`config.mk`:
```
export PLATFORM = sky130hd
export DESIGN_NAME = rat_int_ctrl
export DESIGN_NICKNAME = d
export VERILOG_FILES = /design/src/rtl/rat_int_ctrl.sv
export SDC_FILE = /design/constraint.sdc
export NUM_CORES = 1
export LEC_CHECK = 0
export CAP_MARGIN = 20
export CELL_PAD_IN_SITES_DETAIL_PLACEMENT = 0
export CELL_PAD_IN_SITES_GLOBAL_PLACEMENT = 1
export CORE_ASPECT_RATIO = 1.4
export CORE_MARGIN = 2
export CORE_UTILIZATION = 32
export DETAILED_ROUTE_END_ITERATION = 10
export HOLD_SLACK_MARGIN = 0.12
export PLACE_DENSITY_LB_ADDON = 0.1
export SYNTH_ARGS = -nofsm -noshare
export SYNTH_HDL_FRONTEND = slang
export SYNTH_SLANG_ARGS = --single-unit
```
`constraint.sdc`:
```
create_clock -name CLK -period 1.7 [get_ports CLK]
set_clock_uncertainty 0.1 [all_clocks]
set_input_delay 0.34 -clock CLK [delete_from_list [all_inputs] [get_ports CLK]]
set_output_delay 0.34 -clock CLK [all_outputs]
set_load 0.01 [all_outputs]
```
`src/rtl/rat_int_ctrl.sv`:
```
// Interrupt controller for the RAT MCU: edge-captures IRQ lines into pending latches
// and hands the lowest-index enabled channel to the control unit, one handler at a time.
module rat_int_ctrl #(
   parameter int          N_CH     = 4,
   parameter logic [9:0]  VEC_BASE = 10'h3F8
) (
   input  logic            CLK,
   input  logic            RESET,
   input  logic [N_CH-1:0] IRQ,
   input  logic            I_SET,
   input  logic            I_CLR,
   input  logic            MASK_WE,
   input  logic [N_CH-1:0] MASK_DIN,
   input  logic            INT_ACK,
   input  logic            RETI,
   output logic            INT_CU,
   output logic [9:0]      INT_VEC,
   output logic [2:0]      INT_ID,
   output logic [N_CH-1:0] PEND,
   output logic            IN_SERVICE
);

   typedef enum logic [1:0] {
      S_IDLE    = 2'd0,
      S_REQ     = 2'd1,
      S_SERVICE = 2'd2
   } state_t;

   state_t          state_q, state_d;
   logic [N_CH-1:0] irq_q, irq_d;
   logic [N_CH-1:0] pend_q, pend_d;
   logic [N_CH-1:0] mask_q, mask_d;
   logic            gie_q, gie_d;
   logic [2:0]      int_id_q, int_id_d;
   logic            int_cu_q, int_cu_d;
   logic            in_service_q, in_service_d;

   logic [N_CH-1:0] irq_rise;
   logic [N_CH-1:0] eligible;
   logic [N_CH-1:0] ack_clr;
   logic [N_CH-1:0] pend_clr;
   logic [2:0]      sel_id;

   always_comb begin
      irq_d    = IRQ;
      irq_rise = IRQ & ~irq_q;
      eligible = pend_q & mask_q;

      // Scan from the top down so the lowest-index eligible channel wins.
      sel_id = 3'd0;
      for (int i = N_CH - 1; i >= 0; i--) begin
         if (eligible[i]) sel_id = 3'(i);
      end

      ack_clr = '0;
      for (int i = 0; i < N_CH; i++) begin
         if (int_id_q == 3'(i)) ack_clr[i] = 1'b1;
      end

      state_d  = state_q;
      int_id_d = int_id_q;
      pend_clr = '0;
      mask_d   = MASK_WE ? MASK_DIN : mask_q;

      // CLI beats SEI; the ACK/RETI handshake below overrides both.
      gie_d = gie_q;
      if (I_SET) gie_d = 1'b1;
      if (I_CLR) gie_d = 1'b0;

      case (state_q)
         S_IDLE: begin
            if (gie_q && (|eligible)) begin
               state_d  = S_REQ;
               int_id_d = sel_id;
            end
         end
         S_REQ: begin
            if (INT_ACK) begin
               state_d  = S_SERVICE;
               pend_clr = ack_clr;
               gie_d    = 1'b0;
            end
         end
         S_SERVICE: begin
            if (RETI) begin
               state_d = S_IDLE;
               gie_d   = 1'b1;
            end
         end
         default: state_d = S_IDLE;
      endcase

      // A new edge on the channel being acknowledged keeps it pending.
      pend_d       = (pend_q & ~pend_clr) | irq_rise;
      int_cu_d     = (state_d == S_REQ);
      in_service_d = (state_d == S_SERVICE);
   end

   always_ff @(posedge CLK) begin
      if (RESET) begin
         state_q      <= S_IDLE;
         irq_q        <= IRQ;
         pend_q       <= '0;
         mask_q       <= '1;
         gie_q        <= 1'b0;
         int_id_q     <= 3'd0;
         int_cu_q     <= 1'b0;
         in_service_q <= 1'b0;
      end else begin
         state_q      <= state_d;
         irq_q        <= irq_d;
         pend_q       <= pend_d;
         mask_q       <= mask_d;
         gie_q        <= gie_d;
         int_id_q     <= int_id_d;
         int_cu_q     <= int_cu_d;
         in_service_q <= in_service_d;
      end
   end

   assign INT_CU     = int_cu_q;
   assign IN_SERVICE = in_service_q;
   assign INT_ID     = int_id_q;
   assign INT_VEC    = VEC_BASE + {7'd0, int_id_q};
   assign PEND       = pend_q;

endmodule

```
# Word-level counts from Yosys, hierarchy flattened
# Cells that the tools add are included.
# classes
add_sub_neg	1
eq_ne	7
n_mux	19
bitwise	6
reduce_logical	5
# ops
op	n
bitwise AND 4 bit	3
2-to-1 mux 3 bit	3
2-to-1 mux 1 bit	8
2-to-1 mux 2 bit	4
2-to-1 mux 4 bit	2
NOT 4 bit	2
== test 3 x 2 -> 1 bit (second input constant)	2
case mux 2 bit (3 select lines)	1
adder 4 x 4 -> 5 bit (first input constant)	1
== test 2 x 1 -> 1 bit (second input constant)	2
== test 2 bit (second input constant)	2
bitwise OR 4 bit	1
OR reduction 4 bit	1
== test 3 x 1 -> 1 bit (second input constant)	1
zero test 3 bit	1
zero test 2 bit	1
case mux 1 bit (2 select lines)	1
AND reduction 2 bit	1
logical AND 1 bit	1
# word_totals
ff_bits	20
in_bits	15

# Logic depth before layout (Yosys ltp)
# Gate-level depths: netlist (run 1).
# depth
ltp_word	7
ltp_mapped	6

# Least setup slack after synthesis (run 1)
# No wires, ideal clock.
# synth_path
path_type	register to register
from	register state_q[0]
to	register in_service_q (netlist: IN_SERVICE)
arrival_time_ps	1287
required_time_ps	1485
slack_ps	198
path_stages_with_launch	7
n_path_buf	0
period_less_slack_ps	1502
cell_sequence	dfxtp_1 > inv_1 > ha_1 > and2b_1 > nor3_2 > a2111oi_4 > and2_1
# synth_via
elab_chain_len	3
elab_cells_between_ends	8
cone_classes	eq/ne: 3; mux: 4; reduce/logical: 1
# synth_rtl
item	line_no	text
from (decl)	29	state_t state_q, state_d;
from (signal assigned)	110	state_q <= state_d;
== test 2 bit, or another cell as far along	70	case (state_q)
case mux 2 bit (3 select lines) (*)	70	
== test 2 bit (*)	96	in_service_d = (state_d == S_SERVICE);
to (signal assigned)	117	in_service_q <= in_service_d;
to (decl)	36	logic in_service_q, in_service_d;
# Mark *: on every way between the ends. The rest lies on a longest branch, timed or not.
# A chain may end at the register's enable or synchronous reset.

# Worst setup path after layout (run 1)
# layout_path
from	register pend_q[0] (netlist: PEND[0])
to	output PEND[0]
# layout_rtl
item	line_no	text
from (decl)	31	logic [N_CH-1:0] pend_q, pend_d;
from (signal assigned)	112	pend_q <= pend_d;
to (decl)	19	output logic [N_CH-1:0] PEND,
# No word-level cell between the ends.

==> results of run 1 <==
==> through the flow <==
| stage | power (mW) | instance area (um^2) | setup TNS [ns] | std cells |
|---|---|---|---|---|
| floorplan | 0.6190 | 957.2 | 0 | 103 |
| global placement | 0.6900 | 1202 | -0.04774 | 158 |
| detailed placement | 0.6916 | 1202 | -0.08652 | 158 |
| CTS | 1.008 | 1251 | 0 | 162 |
| global route | 1.049 | 1269 | -0.02144 | 162 |
| finish | 0.9950 | 1269 | 0 | 162 |
==> synth_stat cells <==
| cell type | number |
|---|---|
| dfxtp_1 | 19 |
| buf_4 | 11 |
| o31ai_1 | 1 |
| nor3_1 | 2 |
| a21oi_2 | 1 |
| a2111oi_4 | 1 |
| clkbuf_1 | 1 |
| nor4_1 | 1 |
| nand2b_1 | 4 |
| and2_1 | 2 |
| ha_1 | 4 |
| inv_1 | 3 |
| and2b_4 | 1 |
| nor2b_1 | 6 |
| nand3_1 | 3 |
| a32o_1 | 1 |
| and2b_1 | 1 |
| o32ai_1 | 1 |
| nand3_4 | 1 |
| o21ai_0 | 4 |
| nand4_1 | 1 |
| nor2_1 | 6 |
| nor3_2 | 1 |
| nand2_1 | 4 |
| conb_1 | 2 |
| a21oi_1 | 8 |
| a22oi_4 | 2 |
| a211o_1 | 4 |
==> registers in the layout (all words and copies together), names as in the netlist <==
name	flops
state_q	2
PEND	4
IN_SERVICE	1
INT_ID	2
mask_q	4
irq_q	4
gie_q	1
INT_CU	1
==> cell families after synthesis <==
family | share of synthesized area (%)
AND/OR/NAND/NOR | 20.97
AO/OA/AOI/OAI | 21.51
flip-flops | 40.86
buffers and inverters | 10.48
adder cells (fa/ha/maj) | 5.377
other | 0.8068
==> report_power, final <==
| group | internal [mW] | total [mW] | leakage (nW) | switching [mW] |
|---|---|---|---|---|
| Sequential | 0.472 | 0.498 | 0.158 | 0.0254 |
| Combinational | 0.104 | 0.191 | 0.306 | 0.0869 |
| Clock | 0.166 | 0.306 | 0.0228 | 0.140 |
==> layer usage <==
metal,GRT usage (%),vias to the layer above,share of wire (%)
li1,-,372,-
met1,12.86,334,41
met2,21.67,15,54
met3,2.183,2,3.3
met4,8.333,0,1.3
met5,0,-,0
==> cell type report <==
| type | instances | share of cell area, % |
|---|---|---|
| Tap cell | 37 | 3.649 |
| Inverter | 3 | 0.8876 |
| Clock buffer | 4 | 3.550 |
| Timing Repair Buffer | 30 | 22.49 |
| Multi-Input combinational cell | 69 | 39.05 |
| Sequential cell | 19 | 30.37 |
==> worst max path at each step <==
stage / endpoint / cells past startpoint / slack [ns] / from
final: PEND[0] / 1 / 0.07 / PEND[0]$_SDFF_PP0_
after global routing: INT_CU$_SDFF_PP0_ / 6 / -0.02 / state_q[0]$_SDFF_PP0_
after CTS: PEND[3] / 1 / 0.005 / PEND[3]$_SDFF_PP0_
after detailed placement: IN_SERVICE$_SDFF_PP0_ / 5 / -0.05 / RETI
after global placement: IN_SERVICE$_SDFF_PP0_ / 5 / -0.04 / RETI
after floorplan: IN_SERVICE$_SDFF_PP0_ / 6 / 0.20 / state_q[0]$_SDFF_PP0_
==> results.md, run 1 <==
* Worst slack at placement at -0.04866 ns
* Die area at 3363 um^2
* Post-route worst setup slack at 0.07255 ns
* RePlAce Congestion at 0.7135
* Routed vias at 723
* Synth unique cells at 28
* Antenna viol nets, final at 0
* Crit. End Element: output port
* Post-cts resize count at 3
* Tcrit/Tclk final at 95.73%
* CTS max path bufs at 2
* Crit path required time at 1.26 ns
* Die Wd at 49.59 um
* Multi-input gate area at 495.5 um^2
* Routed WL at 1.963 mm
* Share of cells above drive strength 1 at 17.60%
* Reg2reg path depth at 6
* # IOs at 34
* Reg2reg start: state_q[0]$_SDFF_PP0_
* Slowest Stage Delay on Critical Path at 0.55 ns
* Synth warn at 0
* DRC at 0
* Max-Cap Viols at 0
* Htree depth at 1
* Fin util at 44.99%
* Fillers at 297
* HPWL Detailed at 1.522 mm
* Delay-heaviest family, CP: buffers and inverters
* Leak at 0.4872 nW
* Hold WC Path Type: reg -> reg
* Congestion Overflow GR at 0
* Slowest CP cell: clkdlybuf4s50_1
* CTS tree: yes
* Area Overhead vs Synth at 36.29%
* Hold_buf cts at 0
* Core box area at 2820 um^2
* Critical setup path kind: reg -> out
* WL/cell at 12.12 um
* Status: completed
* Port Buffer Count at 24
* Leading cell type in the layout, fill and taps excluded: clkdlybuf4s50_1
* CP Cell Sequence: clkdlybuf4s50_1
* Syn avg cell area at 9.697 um^2
* ANT cells at 0
* FF+latch count, synth at 19
* Total CTS buffers at 3
* Top-area cell type share of the netlist area at 40.86%
* Register area at 385.4 um^2
* Postcts setup bufs at 0
* TritonRoute pass-1 iters at 4
* WP buf/inv at 1
* Crit-path max FO at 4
* Critical Path AT at 1.19 ns
* Most frequent cells in the layout: clkdlybuf4s50_1 (24), dfxtp_1 (15), conb_1 (9), a21oi_1 (8)
* Hold Path End: PEND[2]$_SDFF_PP0_
* Mapped cell area at 930.9 um^2
* Pin count of the biggest net entering global routing at 11
* Top cells by area, synth: dfxtp_1 (41%), buf_4 (8.9%), ha_1 (5.4%)
* Dominant cell type by area after synthesis: dfxtp_1
* Slew Limit Fails at 0
* Final hold slack at 0.3713 ns
* Row cnt at 23
* RSZ-0062 raised after global routing: yes
* End of the worst register-to-register path: IN_SERVICE$_SDFF_PP0_
* Final Critical Period at 1.627 ns
* Initial antenna violation count at 0
* Cells on Worst Hold Path at 2
* Endpoints failing setup at 0
* Total GRT Usage at 12.07%
* Hold Path Origin: irq_q[2]$_DFF_P_
* Vias in the first global route at 699
* Max VDD drop at 0.0004498 V
* # nets final at 145
* Maximum clock rate at 614.5 MHz
* CTS clock-pin slew for the worst setup and hold paths at 0.07 ns
* Clk root buf: clkbuf_8
* Final Hold Violating Endpoints at 0
* Iter 0 DRT Violations at 25
* Startpoint Class: register
* Synth Instances at 96
* Die Y at 67.82 um
* Initial Utilization at 33.01%
* Clock sinks at 19
* Clock Latency Late Sink at 0.25 ns
* Vias per inst at 4.463
* Global-route wire length before repair at 3.056 mm
* FF-to-FF setup slack at 0.12 ns
* Sequential element share of the synthesized area at 40.86%
* Pwr dens at 784.2 nW/um^2
(Power assumes the default switching activity.)
==> run 2, diff against run 1 <==
--- a/config.mk
+++ b/config.mk
@@ -12,7 +12,7 @@
 export CORE_MARGIN = 2
 export CORE_UTILIZATION = 32
 export DETAILED_ROUTE_END_ITERATION = 10
-export HOLD_SLACK_MARGIN = 0.12
+export HOLD_SLACK_MARGIN = 0.03
 export PLACE_DENSITY_LB_ADDON = 0.1
 export SYNTH_ARGS = -nofsm -noshare
 export SYNTH_HDL_FRONTEND = slang
==> results of run 2 <==
Same layout as run 1: the final DEF is identical, and so are final timing and power.
